$ cat src/rtl/ccu_snoop_arbiter.sv
`default_nettype none
// ============================================================================
// ccu_snoop_arbiter: round-robin share of the CCU snoop port, one AC/CR/CD txn
// Revision: 1.0 - initial release
// ============================================================================
module ccu_snoop_arbiter #(
  parameter int unsigned NumReq    = 2,
  parameter int unsigned AddrWidth = 64,
  parameter int unsigned DataWidth = 64,
  parameter int unsigned MaskWidth = 4
) (
  input  logic                                clk_i,
  input  logic                                rst_ni,
  input  logic [NumReq-1:0]                   req_ac_valid_i,
  input  logic [NumReq-1:0][AddrWidth-1:0]    req_ac_addr_i,
  input  logic [NumReq-1:0][3:0]              req_ac_snoop_i,
  input  logic [NumReq-1:0][2:0]              req_ac_prot_i,
  input  logic [NumReq-1:0][MaskWidth-1:0]    req_domain_mask_i,
  output logic [NumReq-1:0]                   req_ac_ready_o,
  output logic [NumReq-1:0]                   req_cr_valid_o,
  input  logic [NumReq-1:0]                   req_cr_ready_i,
  output logic [NumReq-1:0]                   req_cd_valid_o,
  input  logic [NumReq-1:0]                   req_cd_ready_i,
  output logic [4:0]                          req_cr_resp_o,
  output logic [DataWidth-1:0]                req_cd_data_o,
  output logic                                req_cd_last_o,
  output logic                                snp_ac_valid_o,
  input  logic                                snp_ac_ready_i,
  output logic [AddrWidth-1:0]                snp_ac_addr_o,
  output logic [3:0]                          snp_ac_snoop_o,
  output logic [2:0]                          snp_ac_prot_o,
  output logic [MaskWidth-1:0]                snp_domain_mask_o,
  input  logic                                snp_cr_valid_i,
  output logic                                snp_cr_ready_o,
  input  logic [4:0]                          snp_cr_resp_i,
  input  logic                                snp_cd_valid_i,
  output logic                                snp_cd_ready_o,
  input  logic [DataWidth-1:0]                snp_cd_data_i,
  input  logic                                snp_cd_last_i
);

  localparam int unsigned IdxW = $clog2(NumReq);

  typedef logic [IdxW-1:0] idx_t;

  typedef enum logic [1:0] {
    StIdle = 2'd0,
    StAc   = 2'd1,
    StCr   = 2'd2,
    StCd   = 2'd3
  } state_e;

  state_e              state_q, state_d;
  idx_t                owner_q, owner_d;
  idx_t                rr_ptr_q, rr_ptr_d;
  logic                cd_done_q, cd_done_d;

  logic                pick_valid;
  idx_t                pick_idx;
  idx_t                owner_next;
  logic [NumReq-1:0]   owner_oh;
  logic                cd_route;
  logic                cd_last_hs;
  logic                cr_hs;

  // First valid requester at or after rr_ptr_q, wrapping modulo NumReq.
  always_comb begin : p_pick
    int unsigned cand;
    idx_t        cand_idx;
    pick_valid = 1'b0;
    pick_idx   = '0;
    cand       = 0;
    cand_idx   = '0;
    for (int unsigned i = 0; i < NumReq; i++) begin
      cand = 32'(rr_ptr_q) + i;
      if (cand >= NumReq) begin
        cand = cand - NumReq;
      end
      cand_idx = idx_t'(cand);
      if (!pick_valid && req_ac_valid_i[cand_idx]) begin
        pick_valid = 1'b1;
        pick_idx   = cand_idx;
      end
    end
  end

  assign owner_next = (owner_q == idx_t'(NumReq - 1)) ? '0 : owner_q + idx_t'(1);
  assign owner_oh   = NumReq'(1) << owner_q;

  // CD may overtake CR, so the data channel is open in both CR and CD.
  assign cd_route   = (state_q == StCr) || (state_q == StCd);
  assign cd_last_hs = cd_route && snp_cd_valid_i && req_cd_ready_i[owner_q] && snp_cd_last_i;
  assign cr_hs      = (state_q == StCr) && snp_cr_valid_i && req_cr_ready_i[owner_q];

  always_comb begin : p_fsm
    state_d           = state_q;
    owner_d           = owner_q;
    rr_ptr_d          = rr_ptr_q;
    cd_done_d         = cd_done_q;

    req_ac_ready_o    = '0;
    req_cr_valid_o    = '0;
    req_cd_valid_o    = '0;
    req_cr_resp_o     = '0;
    req_cd_data_o     = '0;
    req_cd_last_o     = 1'b0;
    snp_ac_valid_o    = 1'b0;
    snp_ac_addr_o     = '0;
    snp_ac_snoop_o    = '0;
    snp_ac_prot_o     = '0;
    snp_domain_mask_o = '0;
    snp_cr_ready_o    = 1'b0;
    snp_cd_ready_o    = 1'b0;

    if (cd_route) begin
      snp_cd_ready_o = req_cd_ready_i[owner_q];
      req_cd_valid_o = owner_oh & {NumReq{snp_cd_valid_i}};
      req_cd_data_o  = snp_cd_data_i;
      req_cd_last_o  = snp_cd_last_i;
    end

    unique case (state_q)
      StIdle: begin
        if (pick_valid) begin
          owner_d = pick_idx;
          state_d = StAc;
        end
      end

      StAc: begin
        snp_ac_valid_o    = req_ac_valid_i[owner_q];
        snp_ac_addr_o     = req_ac_addr_i[owner_q];
        snp_ac_snoop_o    = req_ac_snoop_i[owner_q];
        snp_ac_prot_o     = req_ac_prot_i[owner_q];
        snp_domain_mask_o = req_domain_mask_i[owner_q];
        req_ac_ready_o    = owner_oh & {NumReq{snp_ac_ready_i}};
        if (req_ac_valid_i[owner_q] && snp_ac_ready_i) begin
          rr_ptr_d  = owner_next;
          cd_done_d = 1'b0;
          state_d   = StCr;
        end
      end

      StCr: begin
        snp_cr_ready_o = req_cr_ready_i[owner_q];
        req_cr_valid_o = owner_oh & {NumReq{snp_cr_valid_i}};
        req_cr_resp_o  = snp_cr_resp_i;
        if (cd_last_hs) begin
          cd_done_d = 1'b1;
        end
        if (cr_hs) begin
          // Bit 0 is DataTransfer; Error/PassDirty never affect sequencing.
          if (!snp_cr_resp_i[0] || cd_done_q || cd_last_hs) begin
            state_d = StIdle;
          end else begin
            state_d = StCd;
          end
        end
      end

      StCd: begin
        if (cd_last_hs) begin
          state_d = StIdle;
        end
      end

      default: begin
        state_d = StIdle;
      end
    endcase
  end

  always_ff @(posedge clk_i or negedge rst_ni) begin : p_regs
    if (!rst_ni) begin
      state_q   <= StIdle;
      owner_q   <= '0;
      rr_ptr_q  <= '0;
      cd_done_q <= 1'b0;
    end else begin
      state_q   <= state_d;
      owner_q   <= owner_d;
      rr_ptr_q  <= rr_ptr_d;
      cd_done_q <= cd_done_d;
    end
  end

endmodule
`default_nettype wire

$ cat config.mk
export PLATFORM = sky130hd
export DESIGN_NAME = ccu_snoop_arbiter
export DESIGN_NICKNAME = d
export VERILOG_FILES = /design/src/rtl/ccu_snoop_arbiter.sv
export SDC_FILE = /design/constraint.sdc
export NUM_CORES = 1
export LEC_CHECK = 0
export ABC_AREA = 1
export ABC_CLOCK_PERIOD_IN_PS = 3440
export CELL_PAD_IN_SITES_DETAIL_PLACEMENT = 0
export CELL_PAD_IN_SITES_GLOBAL_PLACEMENT = 2
export CORE_ASPECT_RATIO = 0.8
export CORE_MARGIN = 2
export CORE_UTILIZATION = 10
export DETAILED_ROUTE_END_ITERATION = 10
export GPL_ROUTABILITY_DRIVEN = 0
export GPL_TIMING_DRIVEN = 0
export PLACE_DENSITY_LB_ADDON = 0.1
export SLEW_MARGIN = 25
export SYNTH_ARGS = -nofsm -noshare
export SYNTH_HDL_FRONTEND = slang
export SYNTH_SLANG_ARGS = --single-unit
$ cat constraint.sdc
create_clock -name clk_i -period 3.44 [get_ports clk_i]
set_input_delay 0.516 -clock clk_i [delete_from_list [all_inputs] [get_ports clk_i]]
set_output_delay 0.516 -clock clk_i [all_outputs]
set_load 0.02 [all_outputs]
==> flow_summary.yaml, run 1 <==
status:
  status: "complete, no violations"
setup_path:
  crit_fanout: 10
  r2r-start: "owner_q"
  worstRegToRegCells: 8
  r2r-end: "state_q[1]"
  worstSetupEndpointType: "output pin"
  r2r_setup_slack_ns: 2.07
  start_kind: "flip-flop"
  cp.buffers_inverters: 3
  crit_required_ns: 2.92
  path_cells: "inv_2, clkbuf_1, nand2_1, a21oi_1, clkdlybuf4s50_1"
  cp_slowest_cell: "clkdlybuf4s50_1"
  cp_slowest_stage_delay_ns: 0.64
  worstSetupPathType: "flip-flop to output pin"
  critical_path.top_delay_family: "buffers and inverters"
  critical_path_arrival_ns: 2.18
sta:
  max_freq_ghz: 0.371
  period_minus_slack_ns: 2.70
  hold_viol_final: 0
  clock_skew_ns: 0.000793
  tightest_slew_ns: 0.465
  setup_violations: 0
  slew_viol_final: 0
  tns_ns: 0
  rsz0062_at_grt: "false"
  maxSlewHeadroom: 0.690
  final.period_utilization: 0.784
clocking:
  clockBufferDepth: 2
  worstSkewPairLatency_ns: 0.23
  cts_buffers: 3
  root_buffer: "clkbuf_16"
  cts_sinks: 5
  clk_pin_slew_ns: 0.03
  cts_tree: "built"
  post-cts-setup-buffers: 0
  ctsResizeCount: 0
  cts_hold_buffers: 0
  htreeDepth: 1
detailed_routing:
  wl_um: 16600
  ant_nets: 0
  vias_per_cell: 3.70
  vias: 4183
  drt-pass1-iter-count: 4
  avgRoutedWirePerCell_um: 14.7
  drc_errors: 0
  drt_iter0_markers: 135
synth:
  synth_cell_types: 21
  ys.flop_type: "dfrtp_1"
  syn_area_um2: 2120
  yosys.area.top_type: "nand2_1"
  yosysWarnings: 0
  synthesis.nets: 704
  synth_commonest_cells: "nand2_1, inv_1, a21oi_1"
  synthTopCellsByArea: "nand2_1, a21oi_1, inv_1"
  ys_seq_area_frac: 0.0589
  syn_area_per_cell_um2: 4.49
  synth_enable_flop_cells: 0
  async_flop_share: 1.00
  synth_seq_cells: 5
  synthCells: 473
  yosysTopAreaCellShare: 0.426
  yosysMostFrequentCell: "nand2_1"
global_route:
  grt_max_degree: 11
  grt_first_pass_wirelength_um: 24600
  grt_pass1_vias: 4185
  track_usage: 0.139
  grt-ovfl-total: 0
  antenna_found_initial: 0
floorplan:
  die_h_um: 134
  boundaryPins: 385
  core_area_um2: 20800
  fp.dieW_um: 167
  start_util: 0.102
  rows: 47
  die-area_um2: 22400
cells_and_area:
  finalNetCount: 1093
  antenna_cells: 0
  fillerInstances: 2301
  area_growth_pct: 201
  drive_gt1_frac: 0.0569
  design_area_um2: 6380
placement:
  place.port_buffers: 384
  place_area_um2: 6300
  dp_hpwl_um: 14300
job:
  drv_cap: 0
power:
  leakage_nw: 3.01
  powerDensity_nw_per_um2: 618
  ir_worst_vdd_v: 0.000250
min_path:
  hold_class: "flip-flop to flip-flop"
  holdPathEnd: "rr_ptr_q"
  min-delay-start: "rr_ptr_q"
  hold_depth: 2
layer usage:
| layer | vias up | track usage | routed length, um | share of wire |
|---|---|---|---|---|
| met2 | 188 | 0.268 | 8710 | 0.53 |
| met3 | 8 | 0.0298 | 1180 | 0.071 |
| met5 | - | 0 | 0 | 0 |
| met1 | 1816 | 0.162 | 6530 | 0.39 |
| li1 | 2171 | - | - | - |
| met4 | 0 | 0.0125 | 138 | 0.0083 |
cell usage in the layout (no fill, tap or decap):
master,n
a21oi_1,66
a21oi_2,11
buf_1,1
buf_2,20
buf_4,4
buf_6,3
clkbuf_1,7
clkbuf_16,3
clkdlybuf4s50_1,384
dfrtp_1,5
inv_1,83
inv_2,3
nand2_1,241
nand2_2,2
nand3_1,4
nand4_1,1
nor2_1,12
nor2_2,1
nor2_4,1
nor3_1,4
nor3_2,1
o21ai_0,3
o31ai_1,1
where the power goes:
| group | internal (mW) | switching, mW |
|---|---|---|
| registers | 0.0878 | 0.0172 |
| clock network | 0.154 | 0.0383 |
| logic | 1.58 | 2.07 |
logic make-up after synthesis:
logic type	count (synthesis)	share of synthesized area
buffers and inverters	120	0.242
DFF	5	0.0589
AOI/OAI and AO/OA	81	0.212
and+or+nand+nor	267	0.488
state kept, by name, indices dropped and copies added (netlist names):
register	flops
owner_q	1
rr_ptr_q	1
state_q	2
cd_done_q	1
worst max path at each step:
| stage | slack (ns) | startpoint | cells past startpoint | endpoint |
|---|---|---|---|---|
| after floorplan | 1.66 | state_q[1] | 5 | req_ac_ready_o[0] |
| after global routing | 0.55 | owner_q | 5 | snp_ac_prot_o[1] |
| after CTS | 0.69 | owner_q | 5 | snp_ac_addr_o[56] |
| after detailed placement | 0.94 | owner_q | 5 | snp_ac_addr_o[56] |
| after global placement | 0.94 | owner_q | 5 | snp_ac_addr_o[15] |
| final | 0.74 | owner_q | 5 | snp_ac_addr_o[15] |
final cells by class:
| type | count | area, um2 | area share |
|---|---|---|---|
| Timing Repair Buffer | 384 | 3840 | 0.602 |
| Multi-Input combinational cell | 348 | 1490 | 0.233 |
| Tap cell | 269 | 337 | 0.0527 |
| Inverter | 86 | 323 | 0.0506 |
| Buffer | 34 | 190 | 0.0298 |
| Sequential cell | 5 | 125 | 0.0196 |
| Clock buffer | 4 | 78.8 | 0.0124 |
worst min-delay path: cells and delay by family, from the launching register on:
family	cells	cell delay (ns)
AOI/OAI and AO/OA	1	0.07
and+or+nand+nor	1	0.05
DFF	1	0.34
per-stage QoR:
stage / worst slack, ns / total power, mW / util / std cells / hold WS, ns
floorplan: 1.66 / 2.02 / - / 473 / 0.220
global placement: 0.939 / 3.81 / 0.304 / 1126 / 0.477
detailed placement: 0.937 / 3.81 / 0.304 / 1126 / 0.502
CTS: 0.693 / 4.02 / 0.307 / 1130 / 0.511
global route: 0.554 / 4.28 / 0.307 / 1130 / 0.540
finish: 0.743 / 3.95 / 0.307 / 1130 / 0.512
Power figures use the tool's default switching activity.
==> inputs of run 2 (changes only) <==
Settings changed: ABC_CLOCK_PERIOD_IN_PS 3440 to 2450.
Clock period 3.44 ns to 2.45 ns, I/O delays scaled along.
==> flow_summary.yaml, run 2 (same netlist as run 1, synthesis figures left out) <==
sta:
  setup_violations: 0
  maxSlewHeadroom: 0.743
  hold_viol_final: 0
  tightest_slew_ns: 0.386
  slew_viol_final: 0
  clock_skew_ns: 0.000673
  period_minus_slack_ns: 2.35
  tns_ns: 0
  final.period_utilization: 0.958
  max_freq_ghz: 0.426
floorplan:
  core_area_um2: 20800
  boundaryPins: 385
  die_h_um: 134
  die-area_um2: 22400
  rows: 47
  fp.dieW_um: 167
  start_util: 0.102
cells_and_area:
  final_common_cell: "clkdlybuf4s50_1"
  seqCellArea_um2: 125
  final_util: 0.315
  top_register: "state_q"
  final_cell_mix: "clkdlybuf4s50_1, nand2_1, inv_1, a21oi_1, dlymetal6s2s_1"
  multiInputGateArea_um2: 1490
  design_area_um2: 6530
  finalNetCount: 1093
  fillerInstances: 2300
  drive_gt1_frac: 0.0627
  antenna_cells: 0
  largest_register_ffs: 2
  area_growth_pct: 208
clocking:
  clockBufferDepth: 2
  cts_hold_buffers: 0
  root_buffer: "clkbuf_16"
  htreeDepth: 1
  cts_sinks: 5
  post-cts-setup-buffers: 0
  worstSkewPairLatency_ns: 0.23
  clk_pin_slew_ns: 0.03
  cts_buffers: 3
  cts_tree: "built"
global_route:
  grt_pass1_vias: 4185
  track_usage: 0.139
  grt_first_pass_wirelength_um: 24600
  grt_max_degree: 11
  grt-ovfl-total: 0
  antenna_found_initial: 0
detailed_routing:
  drt_iter0_markers: 151
  wl_um: 16700
  drt-pass1-iter-count: 4
  vias_per_cell: 3.71
  vias: 4189
  ant_nets: 0
  drc_errors: 0
  avgRoutedWirePerCell_um: 14.8
status:
  status: "complete, no violations"
placement:
  place_area_um2: 6300
  dp_hpwl_um: 14300
  place.port_buffers: 384
setup_path:
  crit_fanout: 10
  worstSetupPathType: "flip-flop to output pin"
  cp_slowest_cell: "clkdlybuf4s50_1"
  cp_slowest_stage_delay_ns: 0.61
  critical_path_arrival_ns: 1.98
  start_kind: "flip-flop"
  worstSetupEndpointType: "output pin"
  path_cells: "buf_4, buf_2, nand2_1, a21oi_1, clkdlybuf4s50_1"
  crit_required_ns: 2.08
power:
  powerDensity_nw_per_um2: 843
  leakage_nw: 3.83
  power_mw: 5.51
  ir_worst_vdd_v: 0.000345
job:
  drv_cap: 0
min_path:
  hold_class: "primary input to async pin"
[run 2: cell count changes in the layout (fill, tap and decap cells not counted), moves of 2 or more]
cell and change:
clkdlybuf4s50_1 -52, dlymetal6s2s_1 +50, buf_2 -7, clkbuf_4 +6, clkbuf_1 -4, clkbuf_2 +4
buf_4 +2, dlygate4sd2_1 +2
[run 2: worst paths after layout]
check	from	endpoint	slack, ns	depth (start not counted)
max in group asynchronous	rst_ni	state_q[0]	1.87	1
max reg2reg	owner_q	state_q[1]	1.10	9
max	owner_q	snp_ac_addr_o[8]	0.10	5
min	rst_ni	owner_q	0.37	1
min in group clk_i	rr_ptr_q	rr_ptr_q	0.51	2
min reg2reg	rr_ptr_q	rr_ptr_q	0.51	2
[run 2: timing repair]
action	CTS	global route
gates resized for setup	10	56
hold endpoints to repair	0	0
endpoints found under the setup margin	67	66
[run 2: power breakdown]
part	switching (mW)	total, mW	internal, mW
combinational	2.90	5.09	2.19
sequential	0.0270	0.150	0.123
clock	0.0519	0.267	0.215
total	2.98	5.51	2.53
[run 2: critical path, delay by kind of cell, from the launching register on]
kind | cells | cell delay [ns]
AOI/OAI and AO/OA | 1 | 0.14
buffers and inverters | 3 | 1.10
DFF | 1 | 0.40
and+or+nand+nor | 1 | 0.09
[run 2: per-layer routing]
metal / share of wire / vias to the layer above / routed length (um) / track usage
li1: - / 2176 / - / -
met1: 0.40 / 1820 / 6720 / 0.162
met2: 0.52 / 183 / 8680 / 0.268
met3: 0.069 / 10 / 1150 / 0.0298
met4: 0.0097 / 0 / 162 / 0.0125
met5: 0 / - / 0 / 0
[run 2: cell type report]
| cell class | count | area share |
|---|---|---|
| Multi-Input combinational cell | 348 | 0.227 |
| Buffer | 34 | 0.0331 |
| Clock buffer | 4 | 0.0121 |
| Timing Repair Buffer | 384 | 0.607 |
| Tap cell | 269 | 0.0515 |
| Inverter | 86 | 0.0498 |
| Sequential cell | 5 | 0.0191 |
[run 2: metrics by stage]
step,hold slack (ns),instances,setup slack (ns)
3_3_place_gp,0.477,1126,0.0979
2_1_floorplan,0.0719,473,0.818
5_1_grt,0.391,1130,-0.000180
6_report,0.375,1130,0.103
3_5_place_dp,0.502,1126,0.0956
4_1_cts,0.380,1130,0.00417
==> inputs of run 3 (changes only) <==
Settings changed: SLEW_MARGIN 25 to 20.
==> results of run 3 <==
The final DEF is identical to that of run 2; final timing and power are the same.
